[config.mk]
export PLATFORM = sky130hd
export DESIGN_NAME = fetch_stage
export DESIGN_NICKNAME = d
export VERILOG_FILES = /design/src/rtl/fetch_stage.sv
export SDC_FILE = /design/constraint.sdc
export NUM_CORES = 1
export LEC_CHECK = 0
export ABC_CLOCK_PERIOD_IN_PS = 2690
export BUFFER_PORTS_ARGS = -buffer_cell sky130_fd_sc_hd__clkbuf_2
export CAP_MARGIN = 10
export CORE_MARGIN = 4
export CORE_UTILIZATION = 25
export DETAILED_ROUTE_END_ITERATION = 10
export PLACE_DENSITY = 0.42
export SLEW_MARGIN = 20
export SYNTH_ARGS = -nofsm -noshare
export SYNTH_HDL_FRONTEND = slang
export SYNTH_SLANG_ARGS = --single-unit
[constraint.sdc]
create_clock -name clk_i -period 2.69 [get_ports clk_i]
set_input_delay 0.1345 -clock clk_i [delete_from_list [all_inputs] [get_ports clk_i]]
set_output_delay 0.1345 -clock clk_i [all_outputs]
set_load 0.01 [all_outputs]
[src/rtl/fetch_stage.sv]
// fetch_stage: instruction-fetch stage.
//   Owns the fetch PC and issues word reads over a req/gnt/rvalid memory port.
//   Returned words are buffered with their PC in a small FIFO and handed to
//   decode over valid/ready. A redirect flushes the FIFO and marks in-flight
//   reads for discard.
// Ports:
//   clk_i, rst_ni                 clock, asynchronous active-low reset
//   imem_req_o / imem_addr_o      fetch request and word address
//   imem_gnt_i                    request accepted
//   imem_rvalid_i / imem_rdata_i  in-order read response
//   redirect_i / redirect_pc_i    restart fetch at a new PC
//   instr_valid_o / instr_ready_i decode handshake
//   instruction_o / pc_o          head instruction and its address
// Optional feature: define FETCH_BYPASS_EN to forward a response straight to
//   the outputs in the same cycle when the buffer is empty.

package fetch_stage_pkg;
  typedef struct packed {
    logic [31:0] pc;
    logic [31:0] instr;
  } fetch_entry_t;

  localparam logic [31:0] NOP_INSTR = 32'h0000_0013;
endpackage

module fetch_stage
  import fetch_stage_pkg::*;
#(
  parameter logic [31:0] RESET_PC   = 32'h0000_0000,
  parameter int unsigned FIFO_DEPTH = 2
) (
  input  logic        clk_i,
  input  logic        rst_ni,
  output logic        imem_req_o,
  output logic [31:0] imem_addr_o,
  input  logic        imem_gnt_i,
  input  logic        imem_rvalid_i,
  input  logic [31:0] imem_rdata_i,
  input  logic        redirect_i,
  input  logic [31:0] redirect_pc_i,
  output logic        instr_valid_o,
  input  logic        instr_ready_i,
  output logic [31:0] instruction_o,
  output logic [31:0] pc_o
);

  localparam int unsigned CW = $clog2(FIFO_DEPTH) + 1;
  localparam int unsigned PW = $clog2(FIFO_DEPTH);
  localparam logic [CW:0] DEPTH_EXT = (CW + 1)'(FIFO_DEPTH);

  typedef enum logic {
    BOOT,
    RUN
  } state_e;

  state_e       state_q, state_d;
  logic [31:0]  fetch_pc_q, fetch_pc_d;
  logic [31:0]  rsp_pc_q, rsp_pc_d;        // PC of the next accepted response
  logic [CW-1:0] outstanding_q, outstanding_d;
  logic [CW-1:0] discard_q, discard_d;
  logic [CW-1:0] count_q, count_d;
  logic [PW-1:0] rd_ptr_q, rd_ptr_d;
  logic [PW-1:0] wr_ptr_q, wr_ptr_d;
  fetch_entry_t fifo_q [FIFO_DEPTH];

  logic         req;
  logic         gnt_fire;
  logic         fifo_empty;
  logic         pop;
  logic         rsp_accept;
  logic         bypass;
  logic         push;
  logic [31:0]  redirect_pc_aligned;
  fetch_entry_t head;
  logic         unused_pc_bits;

  assign unused_pc_bits = ^redirect_pc_i[1:0];

  // Credit rule: never have more reads in flight plus buffered than FIFO slots.
  assign req = (state_q == RUN) &&
               (({1'b0, outstanding_q} + {1'b0, count_q}) < DEPTH_EXT);
  assign gnt_fire = req & imem_gnt_i;
  assign fifo_empty = (count_q == '0);
  assign pop = !fifo_empty & instr_ready_i;
  assign head = fifo_q[rd_ptr_q];
  assign redirect_pc_aligned = {redirect_pc_i[31:2], 2'b00};

  // A response is kept only when nothing is pending discard and no redirect
  // is killing the current stream this cycle.
  assign rsp_accept = imem_rvalid_i & (discard_q == '0) & !redirect_i;

`ifdef FETCH_BYPASS_EN
  assign bypass = fifo_empty & (discard_q == '0) & imem_rvalid_i &
                  instr_ready_i & !redirect_i;
`else
  assign bypass = 1'b0;
`endif

  assign push = rsp_accept & !bypass;

  // Next-state logic for FSM, counters and pointers.
  always_comb begin
    state_d       = state_q;
    fetch_pc_d    = fetch_pc_q;
    rsp_pc_d      = rsp_pc_q;
    outstanding_d = outstanding_q;
    discard_d     = discard_q;
    count_d       = count_q;
    rd_ptr_d      = rd_ptr_q;
    wr_ptr_d      = wr_ptr_q;

    case (state_q)
      BOOT:    state_d = RUN;
      RUN:     state_d = RUN;
      default: state_d = BOOT;
    endcase

    if (gnt_fire) begin
      fetch_pc_d = fetch_pc_q + 32'd4;
    end

    outstanding_d = outstanding_q + CW'(gnt_fire) - CW'(imem_rvalid_i);

    if (rsp_accept) begin
      rsp_pc_d = rsp_pc_q + 32'd4;
    end

    if (imem_rvalid_i && (discard_q != '0)) begin
      discard_d = discard_q - CW'(1);
    end

    count_d  = count_q + CW'(push) - CW'(pop);
    wr_ptr_d = wr_ptr_q + PW'(push);
    rd_ptr_d = rd_ptr_q + PW'(pop);

    // Redirect wins: everything still in flight after this cycle is stale.
    if (redirect_i) begin
      fetch_pc_d = redirect_pc_aligned;
      rsp_pc_d   = redirect_pc_aligned;
      discard_d  = outstanding_d;
      count_d    = '0;
      wr_ptr_d   = '0;
      rd_ptr_d   = '0;
    end
  end

  // State and counter registers.
  always_ff @(posedge clk_i or negedge rst_ni) begin
    if (!rst_ni) begin
      state_q       <= BOOT;
      fetch_pc_q    <= RESET_PC;
      rsp_pc_q      <= RESET_PC;
      outstanding_q <= '0;
      discard_q     <= '0;
      count_q       <= '0;
      rd_ptr_q      <= '0;
      wr_ptr_q      <= '0;
    end else begin
      state_q       <= state_d;
      fetch_pc_q    <= fetch_pc_d;
      rsp_pc_q      <= rsp_pc_d;
      outstanding_q <= outstanding_d;
      discard_q     <= discard_d;
      count_q       <= count_d;
      rd_ptr_q      <= rd_ptr_d;
      wr_ptr_q      <= wr_ptr_d;
    end
  end

  // Instruction buffer storage.
  always_ff @(posedge clk_i or negedge rst_ni) begin
    if (!rst_ni) begin
      for (int i = 0; i < int'(FIFO_DEPTH); i++) begin
        fifo_q[i] <= '0;
      end
    end else if (push) begin
      fifo_q[wr_ptr_q] <= '{pc: rsp_pc_q, instr: imem_rdata_i};
    end
  end

  // Output view: head of buffer, NOP/0 when empty.
  always_comb begin
    imem_req_o    = req;
    imem_addr_o   = fetch_pc_q;
    instr_valid_o = !fifo_empty;
    instruction_o = fifo_empty ? NOP_INSTR : head.instr;
    pc_o          = fifo_empty ? 32'h0 : head.pc;
    if (bypass) begin
      instr_valid_o = 1'b1;
      instruction_o = imem_rdata_i;
      pc_o          = rsp_pc_q;
    end
  end

endmodule

==> results of run 1 <==
[cell usage after synthesis (2+ instances only)]
library cell / instances
a211oi_1: 14
a21oi_1: 13
a311oi_1: 16
a31oi_1: 10
and2_1: 4
and3_1: 13
and4_1: 19
buf_1: 2
buf_2: 12
buf_4: 6
buf_6: 2
clkbuf_1: 37
conb_1: 2
dfrtp_1: 193
ha_1: 9
inv_1: 14
mux2_2: 134
mux2i_1: 63
nand2_1: 27
nand2b_1: 4
nand3_1: 15
nand3_2: 3
nand4_1: 18
nor2_1: 98
nor2b_1: 12
nor3_1: 22
nor4_1: 16
nor4_4: 2
o21ai_0: 9
o311a_1: 6
o31a_1: 2
o31ai_1: 5
or3_1: 5
or4_1: 5
xnor2_1: 21
xor2_1: 4
[sequential cells by signal, summed over array words and instances (netlist names)]
name           cells
count_q            2
state_q            1
discard_q          2
rd_ptr_q           1
wr_ptr_q           1
fifo_q           124
imem_addr_o       30
rsp_pc_q          30
outstanding_q      2
[power by group]
| part | internal (mW) | total [mW] | switching, mW | leakage [nW] |
|---|---|---|---|---|
| combinational | 1.79 | 3.49 | 1.71 | 2.63 |
| clock | 1.95 | 3.09 | 1.14 | 0.334 |
| sequential | 3.87 | 4.54 | 0.672 | 2.35 |
[cell type report]
class	instances	area [um2]
well taps	511	639.4
clock buffers	21	450.4
fillers	3895	25530
inverters	15	56.30
repair buffers	236	1590
multi-input cells	587	4581
clock inverters	10	255.2
flip-flops and latches	193	4833
[through the flow]
stage	setup slack [ns]	power, mW	hold WS (ns)	utilization
floorplan	0.2931	6.807	-0.1611	-
global placement	0.04445	8.085	0.08662	0.2947
detailed placement	0.01852	8.138	0.08632	0.2947
CTS	0.07312	11.35	0.02277	0.3268
global route	0.01523	11.90	0.06863	0.3270
finish	0.1544	11.12	0.05093	0.3270
[metal layers]
| metal | GRT usage | up-vias | part of all wire |
|---|---|---|---|
| li1 | - | 3484 | - |
| met1 | 0.1928 | 3610 | 0.51 |
| met2 | 0.1963 | 169 | 0.43 |
| met3 | 0.02470 | 18 | 0.040 |
| met4 | 0.03517 | 0 | 0.013 |
| met5 | 0 | - | 0 |
[final timing paths]
kind,to,cells past startpoint,start
setup / recovery,imem_addr_o[17]$_DFFE_PN0P_,8,count_q[0]$_DFF_PN0_
hold / removal,rsp_pc_q[28]$_DFFE_PN0N_,3,redirect_pc_i[28]
setup reg to reg,imem_addr_o[17]$_DFFE_PN0P_,8,count_q[0]$_DFF_PN0_
hold reg to reg,fifo_q[29]$_DFFE_PN0P_,1,fifo_q[29]$_DFFE_PN0P_
max in group asynchronous,rd_ptr_q$_DFF_PN0_,3,rst_ni
min in group asynchronous,imem_addr_o[30]$_DFFE_PN0P_,2,rst_ni
[logic make-up after synthesis]
| family | after synthesis |
|---|---|
| and+or+nand+nor | 270 |
| muxes | 197 |
| xor gates and xnor gates | 25 |
| adders and majority gates | 10 |
| AOI/OAI and AO/OA | 80 |
| DFF | 193 |
| other | 2 |
| buffers and inverters | 74 |
[worst register-to-register path, delay by kind of cell, from the launching register on]
| kind | cells | cell delay, ns |
|---|---|---|
| AND/OR/NAND/NOR | 4 | 1.01 |
| buffers and inverters | 2 | 0.39 |
| adder cells (fa/ha/maj) | 1 | 0.45 |
| AO/OA/AOI/OAI | 1 | 0.17 |
| flip-flops | 1 | 0.43 |
[repair_timing]
| item | in CTS | in global routing |
|---|---|---|
| resized for setup | 0 | 0 |
| setup buffers | 2 | 1 |
| pin swaps | 1 | 1 |
| endpoints found under the hold margin | 124 | 0 |
| endpoints found under the setup margin | 1 | 1 |
| hold buffers | 50 | 0 |
[layout by cell type, fill, tap and decap left out, drive strengths merged, types with 14 or more instances in the layout]
| cell type | netlist | routed |
|---|---|---|
| a311oi | 16 | 16 |
| and4 | 20 | 20 |
| clkbuf | 37 | 182 |
| nand4 | 19 | 19 |
| nand3 | 18 | 18 |
| inv | 14 | 15 |
| buf | 22 | 25 |
| xnor2 | 21 | 21 |
| mux2 | 134 | 134 |
| dlygate4sd3 | 0 | 50 |
| nor2 | 98 | 98 |
| dfrtp | 193 | 193 |
| a211oi | 14 | 14 |
| mux2i | 63 | 63 |
| nand2 | 27 | 27 |
| nor4 | 18 | 18 |
| nor3 | 22 | 22 |
==> impl_metrics.toml, run 1 <==
[global_routing]
grt_pass1_wl_um = 43350
grt_overflow = 0
grt_max_degree = 93
grt_usage = 0.1306
antenna_found_initial = 0
grt_pass1_vias = 7497

[power_and_ir_drop]
leakagePower_nw = 5.311
power_density_nw_per_um2 = 896.7
ir_worst_vdd_mv = 0.4831

[drt]
routed_wl_um = 27080
avgViaCountPerCell = 4.629
drt_iter0_markers = 354
drc = 0
via_count = 7281
drtPass1Iterations = 4
drtAntennaViolNets = 0
wl_per_cell_um = 17.22

[run_status]
outcome = "finished, final reports clean"

[timing]
timing.final.crit_share = 0.9426
rsz0062_at_grt = "no"
fmax_mhz = 394.4
worstMarginPinSlew_ns = 0.7214
skew_ns = 0.009817
min_period_ns = 2.536
finalSetupViolCount = 0
timing.slew.headroom = 0.5191
slew_violations = 0
tns_ns = 0
hold_viol = 0

[clocking]
cts-root-buf = "clkbuf_16"
cts_made_buffers = 17
max-clock-path-buffers = 2
h-tree-depth = 4
path_clk_slew_ns = 0.07
tritoncts = "built"
worstSkewPairLatency_ns = 0.44
cts_sinks = 193

[floorplanning]
core_area_um2 = 37930
rows = 71
initial_core_util = 0.2556
dieArea_um2 = 42000
ioPinCount = 168
die-width_um = 204.9
die_y_um = 204.9

[flow_run]
cap_violations = 0

[synth]
synth.avg_cell_area_um2 = 11.39
yosys.area_share.xor_xnor = 0.02258
ys_types = 50
synth_top_area_cell = "dfrtp_1"
synthAdderAreaFrac = 0.01368
netlist.area_leader.share = 0.4981
synth_top_family_by_area = "multiplexers"
yosysWarnings = 0
synth_area_leaders = "dfrtp_1 (50%), mux2_2 (16%), mux2i_1 (6.5%)"
ys_seq_elements = 193
yosys_most_used_dff = "dfrtp_1"
synth-async-reset-ratio = 1.000
synth_edf_count = 0
syn_area_um2 = 9697
synth_cells = 851
synth-compound-area-share = 0.06000
muxShareOfSynthArea = 0.2206
synth-seq-area-share = 0.4981
synth-simple-area-share = 0.1502

[cells_and_area]
diodes = 0
drive_above_1_share = 0.3418
final_nets = 1130
final_area_um2 = 12410
areaGrowthSynthToFinish_pct = 27.93
fin_cells = 1573

[critical_path]
path_max_fanout = 14
max_stage_delay_ns = 0.45
startpoint_type = "flop"
r2r_slack_ns = 0.15
worst_setup_path_end_kind = "flop"
critPathKind = "reg -> reg"
cpLargestDelayFamily = "simple AND/OR/NAND/NOR gates"
required_ns = 3.05
crit_path_cell_trace = "and2_1, fa_1, and4bb_2, buf_4, nand4_1, buf_4, or4_1, a31oi_1"
path_buf_inv = 2
crit_slowest_cell = "fa_1"
cp.arrival_ns = 2.90
critPathMostFrequentCell = "buf_4"

[place]
portBuffers = 161
place_area_um2 = 11180
globalplace.congestion = 0.7662
dp_hpwl_um = 18800
dp.cells = 1489

[min_path]
hold_path_class = "in -> reg"
No activity file was read; power rests on OpenSTA's default activity.
==> run 2, diff against run 1 <==
--- a/config.mk
+++ b/config.mk
@@ -5,6 +5,7 @@
 export SDC_FILE = /design/constraint.sdc
 export NUM_CORES = 1
 export LEC_CHECK = 0
+export ABC_AREA = 1
 export ABC_CLOCK_PERIOD_IN_PS = 2690
 export BUFFER_PORTS_ARGS = -buffer_cell sky130_fd_sc_hd__clkbuf_2
 export CAP_MARGIN = 10
==> run 2 against run 1 <==
  * Area after synthesis grew 4.8%
  * Die area grew 4.6%
  * First-iteration DRC count rose by 52%
  * Sequential cell count stayed put
  * Synthesized cell count rose by 49%
==> impl_metrics.toml, run 2 <==
[place]
dp_hpwl_um = 23800
globalplace.congestion = 0.8429
portBuffers = 161

[synth]
synth-async-reset-ratio = 1.000
synth_top_family_by_area = "simple AND/OR/NAND/NOR gates"
yosys_most_used_dff = "dfrtp_1"
netlist.area_leader.share = 0.4754
yosysWarnings = 0
synthAdderAreaFrac = 0.01305
synth-seq-area-share = 0.4754
ys_seq_elements = 193
yosys.area_share.xor_xnor = 0.01897
synth_area_leaders = "dfrtp_1 (48%), nand2_1 (10%), o21ai_0 (7.5%)"
synth-simple-area-share = 0.2137
synth_common_cells = "nand2_1 (279), dfrtp_1 (193), inv_1 (158)"
synth_cells = 1272
ys_types = 41
yosysMostFrequentCell = "nand2_1"
synth_top_area_cell = "dfrtp_1"
synth_edf_count = 0
syn_area_um2 = 10160
muxShareOfSynthArea = 0.04323
synth.avg_cell_area_um2 = 7.987
synth-compound-area-share = 0.1463

[global_routing]
grt_pass1_wl_um = 52110
grt_max_degree = 68
antenna_found_initial = 0
grt_pass1_vias = 8948
grt_overflow = 0
grt_usage = 0.1489

[cells_and_area]
drive_above_1_share = 0.2127
top_register = "fifo_q"
mostFrequentLayoutCell = "nand2_1"
final_nets = 1548
final_util = 0.3189
diodes = 0
fillers = 4297
largest_reg_flops = 124
final_cell_mix = "nand2_1 (279), dfrtp_1 (192), clkbuf_2 (160)"
areaGrowthSynthToFinish_pct = 25.27

[timing]
timing.final.crit_share = 0.9355
slew_violations = 0
fmax_mhz = 397.4
min_period_ns = 2.517
hold_viol = 0
worstMarginPinSlew_ns = 0.7759
finalSetupViolCount = 0
timing.slew.headroom = 0.4808
rsz0062_at_grt = "yes"
holdWs_ns = 0.01346
skew_ns = 0.01463

[critical_path]
startpoint_type = "flop"
worst_setup_path_end_kind = "flop"
critPathKind = "reg -> reg"
cp.arrival_ns = 2.87
required_ns = 3.05
path_max_fanout = 3

[flow_run]
cap_violations = 0

[drt]
drt_iter0_markers = 538
drtAntennaViolNets = 0
wl_per_cell_um = 16.25
avgViaCountPerCell = 4.513
via_count = 9053
drtPass1Iterations = 5
routed_wl_um = 32610
drc = 0

[clocking]
tritoncts = "built"
cts_setup_buffers = 0
cts_sinks = 193
h-tree-depth = 4
cts-root-buf = "clkbuf_16"
worstSkewPairLatency_ns = 0.45
max-clock-path-buffers = 2
cts_made_buffers = 17
path_clk_slew_ns = 0.08

[power_and_ir_drop]
power_density_nw_per_um2 = 946.8
leakagePower_nw = 6.003
ir_worst_vdd_mv = 0.4587

[floorplanning]
core_area_um2 = 39910
die-width_um = 209.6
dieArea_um2 = 43930
initial_core_util = 0.2545
ioPinCount = 168
die_y_um = 209.6
rows = 73

[min_path]
hold_path_class = "in -> reg"

[run_status]
outcome = "finished, final reports clean"
==> run 2: cell count changes in the layout (fill, tap and decap cells not counted), sizes merged, moves of 50 or more <==
cell	change
o21ai	+153
nand2	+265
nand3	+50
inv	+159
mux2i	-63
a21oi	+84
mux2	-95
==> run 2: stage by stage <==
step | cell area [um2] | total power [mW] | setup TNS [ns] | worst slack (ns) | instances
finish | 12730 | 12.05 | 0 | 0.1734 | 2006
global route | 12730 | 13.07 | -0.03880 | -0.03880 | 2006
CTS | 12720 | 12.25 | 0 | 0.04812 | 2006
detailed placement | 11680 | 9.558 | 0 | 0.1766 | 1928
global placement | 11680 | 9.496 | 0 | 0.2045 | 1928
floorplan | 10170 | 7.533 | 0 | 0.1786 | 1275
==> run 2: critical path, cell delays in order, from the launching register on <==
cell and delay [ns]:
dfrtp_1 0.39, nand2_1 0.07, inv_1 0.04, fa_1 0.45
nor3b_2 0.28, nand2_2 0.09, ha_1 0.28, inv_1 0.04
ha_1 0.20, xnor2_2 0.14, xnor2_1 0.19, nand2_1 0.06
o21ai_0 0.07, nand2_1 0.06, o21ai_0 0.09
==> run 2: area by class of cell <==
cell class                 instances  area (um2)  share of cell area
clock buffer                      18       439.2             0.03451
clock inverter                    14       133.9             0.01052
inverter                         165       619.3             0.04866
sequential                       193        4833              0.3798
timing repair buffer             236        1572              0.1235
multi-input combinational        855        4473              0.3515
tap                              525       656.9             0.05161
==> run 2: logic make-up after synthesis <==
family                     after synthesis
buffers and inverters                  227
DFF                                    193
and+or+nand+nor                        495
other                                    2
adders and majority gates               10
muxes                                   39
xor gates and xnor gates                22
AOI/OAI and AO/OA                      284
==> run 2: what timing repair did <==
action,4_1_cts,5_1_grt
gates resized for setup,0,2
hold buffers,46,0
setup endpoints to repair,0,5
endpoints found under the hold margin,144,0
==> run 2: worst paths after layout <==
| check | cells after the start | start | slack (ns) | end |
|---|---|---|---|---|
| max | 14 | outstanding_q[0]$_DFF_PN0_ | 0.17 | discard_q[1]$_DFFE_PN0P_ |
| min | 3 | redirect_pc_i[4] | 0.01 | imem_addr_o[4]$_DFFE_PN0P_ |
| max reg2reg | 14 | outstanding_q[0]$_DFF_PN0_ | 0.17 | discard_q[1]$_DFFE_PN0P_ |
| min reg2reg | 1 | fifo_q[85]$_DFFE_PN0P_ | 0.50 | fifo_q[85]$_DFFE_PN0P_ |
| max in group asynchronous | 3 | rst_ni | 1.51 | rsp_pc_q[24]$_DFFE_PN0N_ |
| min in group asynchronous | 2 | rst_ni | 0.26 | fifo_q[21]$_DFFE_PN0P_ |
==> run 2: metal layers <==
| metal | wire length [um] | GRT usage | part of all wire |
|---|---|---|---|
| met1 | 16570 | 0.2223 | 0.51 |
| met2 | 14190 | 0.2246 | 0.44 |
| met3 | 1432 | 0.02750 | 0.044 |
| met4 | 408 | 0.03285 | 0.013 |
| met5 | 0 | 0 | 0 |
==> run 2: where the power goes <==
part	switching (mW)	internal (mW)	leakage (nW)	total, mW
clock network	1.32	1.26	0.287	2.58
logic	2.86	1.82	3.49	4.68
registers	0.765	4.03	2.23	4.79
==> run 3, diff against run 2 <==
--- a/config.mk
+++ b/config.mk
@@ -12,6 +12,7 @@
 export CORE_MARGIN = 4
 export CORE_UTILIZATION = 25
 export DETAILED_ROUTE_END_ITERATION = 10
+export GPL_ROUTABILITY_DRIVEN = 0
 export PLACE_DENSITY = 0.42
 export SLEW_MARGIN = 20
 export SYNTH_ARGS = -nofsm -noshare
==> constraint.sdc (replaced) <==
create_clock -name clk_i -period 2.69 [get_ports clk_i]
set_input_delay 0.269 -clock clk_i [delete_from_list [all_inputs] [get_ports clk_i]]
set_output_delay 0.269 -clock clk_i [all_outputs]
set_load 0.01 [all_outputs]
==> run 3 against run 2 <==
  * Critical path depth did not move
  * Fmax shrank 0.48%
  * Total power is 0.91% higher
  * Hold slack gained 0.029 ns
  * Register-to-register slack barely moved
  * Non-clock buffer count fell by 41
  * Largest cell class unchanged
  * Sequential share of layout area increased by 1.2 points
  * Sequential cell count stayed put
==> impl_metrics.toml, run 3 (synthesis gave the netlist of run 2 again) <==
[place]
portBuffers = 161
place_area_um2 = 11730
dp_hpwl_um = 23880

[timing]
timing.final.crit_share = 0.9400
slew_violations = 0
timing.slew.headroom = 0.5934
worstMarginPinSlew_ns = 0.6099
hold_viol = 0
min_period_ns = 2.529
fmax_mhz = 395.5
tns_ns = 0
finalSetupViolCount = 0
rsz0062_at_grt = "no"
skew_ns = 0.01071

[drt]
via_count = 8843
drc = 0
routed_wl_um = 31860
drt_iter0_markers = 582
wl_per_cell_um = 16.22
drtPass1Iterations = 5
drtAntennaViolNets = 0
avgViaCountPerCell = 4.503

[global_routing]
grt_pass1_wl_um = 50940
grt_pass1_vias = 8913
busiest_layer = "met2"
antenna_found_initial = 0
grt_use_met3 = 0.02885
grt_overflow = 0
use_met2 = 0.2231
grt_max_degree = 65
grt_usage = 0.1464
grt_util_met1 = 0.2145

[cells_and_area]
mostFrequentLayoutCell = "nand2_1"
final_cell_mix = "nand2_1 (279), dfrtp_1 (192), clkbuf_2 (160)"
largest_reg_flops = 124
multi_input_area_um2 = 4473
fillers = 4327
top_register = "fifo_q"
final_nets = 1507
final_area_um2 = 12350
drive_above_1_share = 0.2210
diodes = 0
areaGrowthSynthToFinish_pct = 21.56
regArea_um2 = 4833

[floorplanning]
dieArea_um2 = 43930
ioPinCount = 168
die_y_um = 209.6
rows = 73
die-width_um = 209.6
initial_core_util = 0.2545
core_area_um2 = 39910

[critical_path]
critPathKind = "reg -> reg"
reg2regPathDepth = 14
startpoint_type = "flop"
worst_setup_path_end_kind = "flop"
worstReg2RegStart = "outstanding_q[0]$_DFF_PN0_"
r2r_slack_ns = 0.16
path_max_fanout = 3
rr_endpoint = "discard_q[1]$_DFFE_PN0P_"
required_ns = 3.06
cp.arrival_ns = 2.90

[run_status]
outcome = "finished, final reports clean"

[clocking]
cts-root-buf = "clkbuf_16"
tritoncts = "built"
path_clk_slew_ns = 0.08
cts_sinks = 193
max-clock-path-buffers = 2
h-tree-depth = 4
worstSkewPairLatency_ns = 0.45
cts_made_buffers = 17

[min_path]
hold_path_depth = 3
hold_end = "fifo_q[18]$_DFFE_PN0P_"
hold_path_class = "in -> reg"
min-delay-start = "imem_rdata_i[18]"

[flow_run]
cap_violations = 0

[power_and_ir_drop]
ir_worst_vdd_mv = 0.4044
total_power_mw = 12.16
leakagePower_nw = 5.837
power_density_nw_per_um2 = 984.6
==> run 3: changes by cell type in the layout (fill, tap and decap cells not counted), sizes merged <==
cell,before,now
bufinv,0,1
clkinvlp,0,3
clkinv,5,2
buf,29,33
dlygate4sd3,46,1
inv,174,172
==> run 3: critical path, cell delays in order (launching register included) <==
cell     delay [ns]
dfrtp_1        0.39
nand2_1        0.07
inv_1          0.04
fa_1           0.45
nor3b_2        0.26
nand2_2        0.09
ha_1           0.27
inv_1          0.04
ha_1           0.20
xnor2_2        0.14
xnor2_1        0.21
nand2_1        0.07
o21ai_0        0.07
nand2_1        0.07
o21ai_1        0.08
==> run 3: worst max-delay path by stage <==
stage,from,endpoint,slack [ns],depth (start not counted)
finish,outstanding_q[0]$_DFF_PN0_,discard_q[1]$_DFFE_PN0P_,0.16,14
global route,outstanding_q[0]$_DFF_PN0_,discard_q[1]$_DFFE_PN0P_,0.001,14
CTS,count_q[0]$_DFF_PN0_,discard_q[1]$_DFFE_PN0P_,0.15,14
detailed placement,count_q[0]$_DFF_PN0_,discard_q[1]$_DFFE_PN0P_,0.20,14
global placement,count_q[0]$_DFF_PN0_,discard_q[1]$_DFFE_PN0P_,0.17,14
floorplan,count_q[0]$_DFF_PN0_,discard_q[1]$_DFFE_PN0P_,0.18,14
==> run 3: stage by stage <==
stage,worst slack (ns),hold WS [ns],utilization,std cells
CTS,0.1483,0.005329,0.3087,1961
finish,0.1613,0.04203,0.3094,1964
detailed placement,0.2003,0.3222,0.2938,1929
global placement,0.1665,0.3222,0.2938,1929
global route,0.001270,0.03854,0.3094,1964
floorplan,0.1786,-0.02659,-,1275
==> run 3: cell type report <==
type,count,share of cell area
repair buffers,195,0.09594
multi-input cells,855,0.3622
clock buffers,18,0.03556
inverters,165,0.05015
well taps,525,0.05319
clock inverters,13,0.01165
flip-flops and latches,193,0.3913
==> run 3: routing by layer <==
layer | vias to the layer above | routed length (um)
met3 | 27 | 1344
met4 | 0 | 408
li1 | 4404 | -
met1 | 4213 | 16060
met5 | - | 0
met2 | 199 | 14050
==> run 3: power by group <==
part           total (mW)  internal (mW)  switching, mW
combinational        4.77           1.89           2.87
clock                2.62           1.34           1.28
sequential           4.77           4.03          0.743
==> run 3: timing repair <==
action                                  4_1_cts  5_1_grt
hold endpoints to repair                     60        0
endpoints found under the setup margin        0        1
hold buffers                                  1        0
resized for setup                             0        2
setup buffers                                 0        3
